<file path="src/rtl/tft_ili9341_spi_wrapper_pkg.sv">
// rtl/tft_ili9341_spi_wrapper_pkg.sv - shared word layout constants and divider helper
package tft_ili9341_spi_wrapper_pkg;
    localparam int   SPI_WORD_W = 9;
    localparam int   DC_BIT     = 8;
    localparam logic DC_CMD     = 1'b0;
    localparam logic DC_DATA    = 1'b1;

    // A zero divider would never terminate a phase, so it is promoted to one.
    function automatic logic [15:0] eff_div(input logic [15:0] div);
        return (div == 16'd0) ? 16'd1 : div;
    endfunction
endpackage

</file>
<file path="src/rtl/tft_ili9341_spi_wrapper_spi_master_byte.sv">
// rtl/tft_ili9341_spi_wrapper_spi_master_byte.sv - SCK divider and MSB-first mode 0 byte shifter
module spi_master_byte
    import tft_ili9341_spi_wrapper_pkg::*;
#(
    parameter logic [15:0] CLK_DIV = 16'd2
) (
    input  logic       spiClk,
    input  logic       reset,
    input  logic       start,
    input  logic [7:0] tx_byte,
    output logic       sck,
    output logic       sdi,
    output logic       busy,
    output logic       done
);
    localparam logic [1:0] IDLE       = 2'd0;
    localparam logic [1:0] SHIFT_LOW  = 2'd1;
    localparam logic [1:0] SHIFT_HIGH = 2'd2;
    localparam logic [1:0] DONE       = 2'd3;

    localparam logic [15:0] DIV_LAST = eff_div(CLK_DIV) - 16'd1;

    logic [1:0]  state;
    logic [7:0]  shreg;
    logic [2:0]  bit_idx;
    logic [15:0] div_cnt;

    assign busy = (state != IDLE);
    assign done = (state == DONE);

    always_ff @(posedge spiClk or posedge reset) begin
        if (reset) begin
            state   <= IDLE;
            shreg   <= 8'd0;
            bit_idx <= 3'd0;
            div_cnt <= 16'd0;
            sck     <= 1'b0;
            sdi     <= 1'b0;
        end else begin
            case (state)
                IDLE: begin
                    if (start) begin
                        shreg   <= tx_byte;
                        sdi     <= tx_byte[7];
                        bit_idx <= 3'd7;
                        div_cnt <= 16'd0;
                        state   <= SHIFT_LOW;
                    end
                end
                SHIFT_LOW: begin
                    if (div_cnt == DIV_LAST) begin
                        div_cnt <= 16'd0;
                        sck     <= 1'b1;
                        state   <= SHIFT_HIGH;
                    end else begin
                        div_cnt <= div_cnt + 16'd1;
                    end
                end
                SHIFT_HIGH: begin
                    if (div_cnt == DIV_LAST) begin
                        div_cnt <= 16'd0;
                        sck     <= 1'b0;
                        // Next bit is presented on the falling edge so it is settled before the next rise.
                        if (bit_idx != 3'd0) begin
                            bit_idx <= bit_idx - 3'd1;
                            sdi     <= shreg[bit_idx - 3'd1];
                            state   <= SHIFT_LOW;
                        end else begin
                            state   <= DONE;
                        end
                    end else begin
                        div_cnt <= div_cnt + 16'd1;
                    end
                end
                DONE:    state <= IDLE;
                default: state <= IDLE;
            endcase
        end
    end
endmodule

</file>
<file path="src/rtl/tft_ili9341_spi_wrapper.sv">
// rtl/tft_ili9341_spi_wrapper.sv - ILI9341 byte writer: DC latch, CS framing and idle handshake
module tft_ili9341_spi_wrapper
    import tft_ili9341_spi_wrapper_pkg::*;
#(
    parameter logic [15:0] CLK_DIV = 16'd2
) (
    input  logic                  spiClk,
    input  logic                  reset,
    input  logic [SPI_WORD_W-1:0] data,
    input  logic                  dataAvailable,
    output logic                  tft_sck,
    output logic                  tft_sdi,
    output logic                  tft_dc,
    output logic                  tft_cs,
    output logic                  idle
);
    logic start;
    logic spi_busy;
    logic spi_done;

    // Strobes arriving while a byte is in flight are dropped, not queued.
    assign start = dataAvailable && idle && !spi_busy;

    spi_master_byte #(
        .CLK_DIV (CLK_DIV)
    ) u_spi_master_byte (
        .spiClk  (spiClk),
        .reset   (reset),
        .start   (start),
        .tx_byte (data[7:0]),
        .sck     (tft_sck),
        .sdi     (tft_sdi),
        .busy    (spi_busy),
        .done    (spi_done)
    );

    always_ff @(posedge spiClk or posedge reset) begin
        if (reset) begin
            tft_dc <= DC_CMD;
            tft_cs <= 1'b1;
            idle   <= 1'b1;
        end else if (start) begin
            tft_dc <= data[DC_BIT];
            tft_cs <= 1'b0;
            idle   <= 1'b0;
        end else if (spi_done) begin
            tft_cs <= 1'b1;
            idle   <= 1'b1;
        end
    end
endmodule

</file>
<file path="config.mk">
export PLATFORM = sky130hd
export DESIGN_NAME = tft_ili9341_spi_wrapper
export DESIGN_NICKNAME = d
export VERILOG_FILES = /design/src/rtl/tft_ili9341_spi_wrapper_pkg.sv /design/src/rtl/tft_ili9341_spi_wrapper_spi_master_byte.sv /design/src/rtl/tft_ili9341_spi_wrapper.sv
export SDC_FILE = /design/constraint.sdc
export NUM_CORES = 1
export LEC_CHECK = 0
export ABC_AREA = 1
export CAP_MARGIN = 20
export CORE_ASPECT_RATIO = 0.9
export CORE_MARGIN = 3
export CORE_UTILIZATION = 40
export DETAILED_ROUTE_END_ITERATION = 8
export DONT_BUFFER_PORTS = 1
export PLACE_DENSITY = 0.61
export SLEW_MARGIN = 25
export SYNTH_ARGS = -nofsm -noshare
export SYNTH_HDL_FRONTEND = slang
export SYNTH_HIERARCHICAL = 1
export SYNTH_SLANG_ARGS = --single-unit
</file>
<file path="constraint.sdc">
create_clock -name spiClk -period 3.7 [get_ports spiClk]
set_input_delay 0.74 -clock spiClk [delete_from_list [all_inputs] [get_ports spiClk]]
set_output_delay 0.74 -clock spiClk [all_outputs]
set_load 0.01 [all_outputs]
</file>
Word-level counts from Yosys, hierarchy flattened
Cells that the tools add are included.
{"block": "totals", "register_bits": 33, "input_bits": 12}
{"block": "classes", "add_sub_neg": 2, "magnitude_cmp": 1, "reduce_logical": 16, "n_mux": 23, "eq_ne": 8}
{"cell": "2-to-1 mux 16 bit", "count": 2}
{"cell": "case mux 16 bit (2 select lines)", "count": 1}
{"cell": "adder 16 x 1 -> 16 bit (second input constant)", "count": 1}
{"cell": "== test 16 x 1 -> 1 bit (second input constant)", "count": 1}
{"cell": "nonzero test 2 bit", "count": 5}
{"cell": "2-to-1 mux 3 bit", "count": 3}
{"cell": "2-to-1 mux 1 bit", "count": 8}
{"cell": "2-to-1 mux 2 bit", "count": 4}
{"cell": "case mux 2 bit (4 select lines)", "count": 1}
{"cell": "!= test 2 x 1 -> 1 bit (second input constant)", "count": 3}
{"cell": "case mux 3 bit (2 select lines)", "count": 1}
{"cell": "AND reduction 3 bit", "count": 2}
{"cell": "== test 2 bit (second input constant)", "count": 2}
{"cell": "< comparator 3 x 4 -> 1 bit (second input constant)", "count": 1}
{"cell": "case mux 1 bit (2 select lines)", "count": 2}
{"cell": "AND reduction 2 bit", "count": 2}
{"cell": "AND reduction 4 bit", "count": 1}
{"cell": "binary-select mux 1 bit (select 3 bit)", "count": 1}
{"cell": "nonzero test 3 bit", "count": 1}
{"cell": "subtractor 3 x 1 -> 3 bit (second input constant)", "count": 1}
{"cell": "== test 2 x 1 -> 1 bit (second input constant)", "count": 1}
{"cell": "logical AND 1 bit", "count": 2}
{"cell": "logical NOT 2 bit", "count": 1}
{"cell": "!= test 2 bit (second input constant)", "count": 1}
{"cell": "other kinds (2)", "count": 2}

Depth between registers and ports, before layout
Gate-level depths: netlist of run 1.
{"block": "logic_depth", "depth_word": 6, "mapped_depth": 14, "mapped_depth_nobuf": 14}

Cells and area by module
The synthesis of run 1 kept the hierarchy.
{"mod": "spi_master_byte", "area_each_um2": 1923.1, "cells_per_inst": 255, "instances": 1, "seq_area_each_um2": 775.7}
{"mod": "tft_ili9341_spi_wrapper", "area_each_um2": 101.3, "cells_per_inst": 12, "instances": 1, "seq_area_each_um2": 51.3}

Worst setup path after synthesis of run 1
Ideal clock, no wire load.
{"block": "synth_path", "path_kind": "register to register", "from": "reg u_spi_master_byte.state[1]", "to": "reg u_spi_master_byte.sdi", "n_path_buf": 1, "required_time_ns": 3.584, "setup_time_ns": 0.116, "stages_incl_launch_ff": 13, "arrival_time_ns": 1.519, "setup_slack_ns": 2.065, "cell_sequence": "dfrtp_1 inv_1 ha_1 inv_2 inv_1 nand3_2 inv_2 or2_2 buf_2 nand2_4 nor2_4 nand2_1 nand2_1"}
{"block": "synth_between", "elab_chain_cells": 5, "elab_cells_between_ends": 11, "classes_between": "eq/ne: 4; mux: 1; reduce/logical: 6"}
{"item": "start: declaration", "line_no": "tft_ili9341_spi_wrapper_spi_master_byte.sv:23", "rtl": "logic [1:0] state;"}
{"item": "start signal: assignment", "line_no": "tft_ili9341_spi_wrapper_spi_master_byte.sv:33", "rtl": "state <= IDLE;"}
{"item": "start signal: assignment", "line_no": "tft_ili9341_spi_wrapper_spi_master_byte.sv:47", "rtl": "state <= SHIFT_LOW;"}
{"item": "start signal: assignment", "line_no": "tft_ili9341_spi_wrapper_spi_master_byte.sv:54", "rtl": "state <= SHIFT_HIGH;"}
{"item": "nonzero test 2 bit", "line_no": "tft_ili9341_spi_wrapper_spi_master_byte.sv:28", "rtl": "assign busy = (state != IDLE);"}
{"item": "via spi_busy", "line_no": "tft_ili9341_spi_wrapper.sv:18", "rtl": "logic spi_busy;"}
{"item": "logical NOT 1 bit", "line_no": "tft_ili9341_spi_wrapper.sv:22", "rtl": "assign start = dataAvailable && idle && !spi_busy;"}
{"item": "logical AND 1 bit", "line_no": "tft_ili9341_spi_wrapper.sv:22"}
{"item": "via start", "line_no": "tft_ili9341_spi_wrapper.sv:17", "rtl": "logic start;"}
{"item": "!= test 2 bit (no line)"}
{"item": "AND reduction 4 bit (no line)"}
{"item": "end signal: assignment", "line_no": "tft_ili9341_spi_wrapper_spi_master_byte.sv:44", "rtl": "sdi <= tx_byte[7];"}
{"item": "end signal: assignment", "line_no": "tft_ili9341_spi_wrapper_spi_master_byte.sv:66", "rtl": "sdi <= shreg[bit_idx - 3'd1];"}
{"item": "end: declaration", "line_no": "tft_ili9341_spi_wrapper_spi_master_byte.sv:12", "rtl": "output logic sdi,"}
The timed path passes the listed nets, and every way through them passes these cells.
A chain may end at the register's enable or synchronous reset.

Worst setup path in the final report of run 1
{"block": "layout_path", "from": "reg u_spi_master_byte.state[0]", "to": "reg u_spi_master_byte.div_cnt[9]"}
{"block": "layout_between", "elab_chain_cells": 5, "elab_cells_between_ends": 11, "classes_between": "eq/ne: 3; mux: 1; reduce/logical: 7"}
{"item": "nonzero test 2 bit", "line_no": "tft_ili9341_spi_wrapper_spi_master_byte.sv:28"}
{"item": "via spi_busy", "line_no": "tft_ili9341_spi_wrapper.sv:18"}
{"item": "logical NOT 1 bit", "line_no": "tft_ili9341_spi_wrapper.sv:22"}
{"item": "logical AND 1 bit", "line_no": "tft_ili9341_spi_wrapper.sv:22"}
{"item": "via start", "line_no": "tft_ili9341_spi_wrapper.sv:17"}
{"item": "!= test 2 bit (no line)"}
{"item": "AND reduction 2 bit (no line)"}
{"item": "end signal: assignment", "line_no": "tft_ili9341_spi_wrapper_spi_master_byte.sv:56", "rtl": "div_cnt <= div_cnt + 16'd1;"}
{"item": "end signal: assignment", "line_no": "tft_ili9341_spi_wrapper_spi_master_byte.sv:72", "rtl": "div_cnt <= div_cnt + 16'd1;"}
{"item": "end: declaration", "line_no": "tft_ili9341_spi_wrapper_spi_master_byte.sv:26", "rtl": "logic [15:0] div_cnt;"}
The timed path passes the listed nets, and every way through them passes these cells.

==> results.toml, run 1 <==
[run_status]
outcome = "finished, final reports clean"

[critical_path]
rr_endpoint = "u_spi_master_byte/div_cnt[9]$_DFFE_PP0P_"
critPathSlowestCell = "dfrtp_1"
worstPathRequired_ps = 3850
slowest_delay_ps = 420
crit_arrival_ps = 2240
cp_cell_sequence = "inv_1, ha_1, inv_2, inv_1, nand3_2, inv_2, nand2_1, nand2_4, inv_2, a21oi_2, nor2_1"
critPathLaunchType = "register"
r2r_slack_ps = 1600
r2r_cells = 11
rr_startpoint = "u_spi_master_byte/state[0]$_DFFE_PP0P_"
critical_path_class = "reg -> reg"
cp_max_fo = 18
crit_top_cell = "inv_2"
cp-end-kind = "register"

[clocking]
cts_sinks = 33
clockRootBuffer = "clkbuf_8"
cts-resized-gates = 0
path_clk_slew_ps = 80
cts_tree = "done"
worstSkewPairLatency_ps = 290
cts.path.max_buffers = 2
htreeDepth = 2
post_cts_buffers = 0
cts_hold_repair.buffers = 0
cts_buffers = 5

[final_layout]
areaGrowthSynthToFinish_pct = 6.24
layout_commonest_cell = "nand2_1"
drive_above_1_share = 0.123
layout_common_cells = "nand2_1, dfrtp_1, inv_1, nor2_1, nand3_1"
num-nets-final = 288
antenna-diode-count = 0
fillers = 477

[synthesis]
ys_ff_latch = 33
synth_nets = 287
synth-seq-area-share = 0.409
synth_edf_count = 0
synth_ff_type = "dfrtp_1"
syn_avg_cell_area_sq_um = 7.58
syn_inst = 267
yosys_warnings = 6
synth_area_sq_um = 2020
yosys.cell_types.count = 32
async_flop_share = 1.00

[drt]
postRouteAntennaNets = 0
m1WireLength_mm = 2.22
viasPerCell = 4.79
wl_met3_um = 163
route.detailed.drc = 0
drtPass1Iterations = 4
wl_per_cell_um = 12.2
drt-total-wl_mm = 4.03
drtIter0Drc = 114
num_vias = 1586
route.met2.wl_mm = 1.57
top_layer = "met4"

[sta]
tightest_slew_ps = 520
post-route-min-period_ps = 2100
max_freq_mhz = 477
skew_ps = 12.2
setup_viol = 0
hold_viol = 0
relSlewSlack = 0.654
rsz0062_at_grt = "no"
min_period_over_period = 0.567
tns_ps = 0
slew_violations = 0

[global_routing]
grt_pass1_vias = 1491
overflow = 0
antenna_found_initial = 0
grt_start_max_net_pins = 32
track_usage = 0.156
grt_pass1_wl_mm = 6.98

[flow_run]
drv_cap = 0

[place]
hpwlAfterDp_mm = 2.98
gp_congestion = 0.790
portBuffers = 0

[floorplanning]
start_util = 0.434
die_y_um = 73.5
dieArea_sq_um = 5950
die_x_um = 81.0
io_pins = 17
fp.coreArea_sq_um = 4660
fp-row-count = 23

[power]
p_per_area_nw_per_um2 = 740
ir_drop_mv = 0.264
total_power_mw = 1.59
p_leak_nw = 1.08

[worst_hold_path]
hold_path_class = "in -> async"
-- worst max-delay path by stage --
| stage | start | to | slack (ps) | cells past startpoint |
|---|---|---|---|---|
| floorplan | u_spi_master_byte/state[1]$_DFFE_PP0P_ | u_spi_master_byte/sdi$_DFFE_PP0P_ | 2060 | 12 |
| global placement | u_spi_master_byte/state[1]$_DFFE_PP0P_ | u_spi_master_byte/div_cnt[4]$_DFFE_PP0P_ | 1680 | 11 |
| detailed placement | u_spi_master_byte/state[0]$_DFFE_PP0P_ | u_spi_master_byte/div_cnt[9]$_DFFE_PP0P_ | 1610 | 11 |
| CTS | u_spi_master_byte/state[0]$_DFFE_PP0P_ | u_spi_master_byte/div_cnt[9]$_DFFE_PP0P_ | 1560 | 11 |
| global route | u_spi_master_byte/state[0]$_DFFE_PP0P_ | u_spi_master_byte/div_cnt[9]$_DFFE_PP0P_ | 1340 | 11 |
| finish | u_spi_master_byte/state[0]$_DFFE_PP0P_ | u_spi_master_byte/div_cnt[9]$_DFFE_PP0P_ | 1600 | 11 |
-- worst max-delay path: cells and delay by family, from the launching register on --
kind	cells	cell delay, ps
flip-flops	1	420
buffers and inverters	5	430
AO/OA/AOI/OAI	1	410
adder cells (fa/ha/maj)	1	190
AND/OR/NAND/NOR	4	520
-- power by group --
part	internal, mW	leakage [nW]	switching (mW)
clock network	0.130	0.0439	0.139
logic	0.254	0.609	0.496
registers	0.474	0.425	0.0991
total	0.858	1.08	0.734
-- per-stage QoR --
stage | instance area [sq um] | setup slack, ps | util | hold WS, ps | instances
finish | 2150 | 1600 | 0.461 | 179 | 331
global route | 2150 | 1340 | 0.461 | 167 | 331
CTS | 2150 | 1560 | 0.461 | 170 | 331
detailed placement | 2060 | 1610 | 0.443 | 478 | 323
global placement | 2060 | 1680 | 0.443 | 469 | 323
floorplan | 2020 | 2060 | - | 449 | 267
-- state kept, by name, indices dropped and copies added, names as in the netlist --
| register | flops |
|---|---|
| u_spi_master_byte/div_cnt | 16 |
| u_spi_master_byte/shreg | 8 |
| u_spi_master_byte/bit_idx | 3 |
| u_spi_master_byte/state | 2 |
| tft_cs | 1 |
| tft_dc | 1 |
| u_spi_master_byte/sck | 1 |
| u_spi_master_byte/sdi | 1 |
-- synthesized netlist by cell type (4+ instances only) --
cell     number  area [sq um]
nand3_1      17          85.1
nor2_1       30           113
nand4_1      11          68.8
ha_1          8           100
inv_2         4          15.0
inv_1        30           113
xor2_1        6          52.6
o21ai_0      12          60.1
dfrtp_1      32           801
nand2_1      78           293
nor2_2        4          25.0
-- logic make-up after synthesis --
logic type               after synthesis  share of synthesized area
AO/OA/AOI/OAI                         21                     0.0569
XOR/XNOR                               8                     0.0346
adder cells (fa/ha/maj)                8                     0.0494
buffers and inverters                 41                     0.0853
flip-flops                            33                      0.409
AND/OR/NAND/NOR                      156                      0.365
-- layout make-up --
cell class,instances,area (sq um),share of cell area
sequential,33,827,0.385
multi-input combinational,193,1020,0.476
inverter,34,128,0.0593
clock inverter,3,17.5,0.00814
tap,62,77.6,0.0361
timing repair buffer,1,7.51,0.00349
clock buffer,5,68.8,0.0320
-- metal layers --
layer / global-route usage / vias to the layer above
met3: 0.0380 / 6
met4: 0.0675 / 0
li1: - / 841
met1: 0.231 / 716
met2: 0.215 / 23
met5: 0 / -
No activity file was read; power rests on OpenSTA's default activity.
==> run 2: changes to the inputs <==
clock period = 2 ns   (was 3.7 ns; I/O delays follow)
==> results.toml, run 2 (synthesis gave the netlist of run 1 again) <==
[final_layout]
largest_register_ffs = 16
drive_above_1_share = 0.161
layout_common_cells = "nand2_1, dfrtp_1, inv_1, nor2_1, nand3_1"
instances_no_fill = 341
antenna-diode-count = 0
num-nets-final = 298
layout_commonest_cell = "nand2_1"
regMostFlops = "u_spi_master_byte/div_cnt"
areaGrowthSynthToFinish_pct = 11.8
final_area_sq_um = 2260
top_regs = "u_spi_master_byte/div_cnt: 16 flops, u_spi_master_byte/shreg: 8 flops, u_spi_master_byte/bit_idx: 3 flops"

[global_routing]
grt_pass1_wl_mm = 7.13
grt_pass1_vias = 1489
overflow = 0
track_usage = 0.157
antenna_found_initial = 0
grt_start_max_net_pins = 32

[sta]
hold_viol = 0
max_freq_mhz = 546
setup_viol = 0
relSlewSlack = 0.730
tns_ps = 0
slew_violations = 0
skew_ps = 9.62
post-route-min-period_ps = 1830
worst_hold_slack_ps = 64.5
tightest_slew_ps = 405
min_period_over_period = 0.916

[drt]
viasPerCell = 4.91
drtIter0Drc = 90
wl_per_cell_um = 12.2
route.detailed.drc = 0
drtPass1Iterations = 4
num_vias = 1673
drt-total-wl_mm = 4.16
postRouteAntennaNets = 0

[critical_path]
worstPathRequired_ps = 2190
cp_max_fo = 6
critical_path_class = "reg -> reg"
cp-end-kind = "register"
r2r_slack_ps = 170
crit_arrival_ps = 2020
cp_cell_sequence = "inv_1, ha_2, inv_2, inv_1, nand3_2, inv_2, nand2_2, nand2_4, buf_4, nand3_2, o22ai_1, nor2_2"
critPathLaunchType = "register"
critPathSlowestCell = "dfrtp_1"
slowest_delay_ps = 420

[clocking]
cts_sinks = 33
cts_tree = "done"
htreeDepth = 2
cts_buffers = 5
clockRootBuffer = "clkbuf_8"
cts.path.max_buffers = 2
worstSkewPairLatency_ps = 290
path_clk_slew_ps = 80

[run_status]
outcome = "finished, final reports clean"

[floorplanning]
start_util = 0.434
die_y_um = 73.5
io_pins = 17
dieArea_sq_um = 5950
fp.coreArea_sq_um = 4660
fp-row-count = 23
die_x_um = 81.0

[place]
hpwlAfterDp_mm = 2.92
place_area_sq_um = 2090
portBuffers = 0
gp_congestion = 0.792
place_inst = 326

[power]
p_per_area_nw_per_um2 = 1460
p_leak_nw = 1.14
ir_drop_mv = 0.610

[worst_hold_path]
hold_path_class = "in -> async"

[flow_run]
drv_cap = 0
run 2: cell type report:
cell class	instances	area, sq um
tap	62	77.6
sequential	33	827
timing repair buffer	10	77.6
clock inverter	3	46.3
fill	491	2400
multi-input combinational	194	1040
clock buffer	5	68.8
inverter	34	128
run 2: path summary, 6_finish.rpt:
check / cells after the start / start / endpoint
worst max-delay path: 12 / u_spi_master_byte/state[0]$_DFFE_PP0P_ / u_spi_master_byte/div_cnt[12]$_DFFE_PP0P_
worst min-delay path: 2 / reset / u_spi_master_byte/div_cnt[14]$_DFFE_PP0P_
worst max register to register: 12 / u_spi_master_byte/state[0]$_DFFE_PP0P_ / u_spi_master_byte/div_cnt[12]$_DFFE_PP0P_
worst min register to register: 2 / u_spi_master_byte/bit_idx[1]$_DFFE_PP0P_ / u_spi_master_byte/bit_idx[1]$_DFFE_PP0P_
max in group asynchronous: 2 / reset / tft_cs$_DFFE_PP1P_
min in group spiClk: 2 / data[3] / u_spi_master_byte/shreg[3]$_DFFE_PP0P_
run 2: layer usage:
layer | up-vias | routed length, um | track usage
met5 | - | 0 | 0
li1 | 866 | - | -
met2 | 25 | 1730 | 0.216
met3 | 2 | 208 | 0.0331
met1 | 780 | 2170 | 0.234
met4 | 0 | 48 | 0.0675
run 2: what timing repair did:
item | 4_1_cts | 5_1_grt
hold endpoints to repair | 1 | 0
endpoints found under the setup margin | 0 | 11
hold buffers | 1 | 0
buffers inserted | 0 | 5
gates resized for setup | 0 | 3
run 2: stage by stage:
stage | total power, mW | worst slack (ps) | util
finish | 3.30 | 169 | 0.486
global route | 3.61 | -3.87 | 0.486
detailed placement | 2.49 | 88.8 | 0.448
global placement | 2.48 | 159 | 0.448
CTS | 3.16 | 61.5 | 0.475
floorplan | 2.24 | 365 | -
run 2: where the power goes:
part	internal, mW	switching, mW	leakage (nW)	total (mW)
clock	0.373	0.272	0.0543	0.645
sequential	0.877	0.168	0.425	1.04
combinational	0.635	0.976	0.658	1.61
total	1.88	1.42	1.14	3.30
run 2: worst max-delay path: cells and delay by family (launching register included):
family | cells | cell delay, ps
buffers and inverters | 5 | 450
AND/OR/NAND/NOR | 5 | 440
flip-flops | 1 | 420
AO/OA/AOI/OAI | 1 | 210
adder cells (fa/ha/maj) | 1 | 200
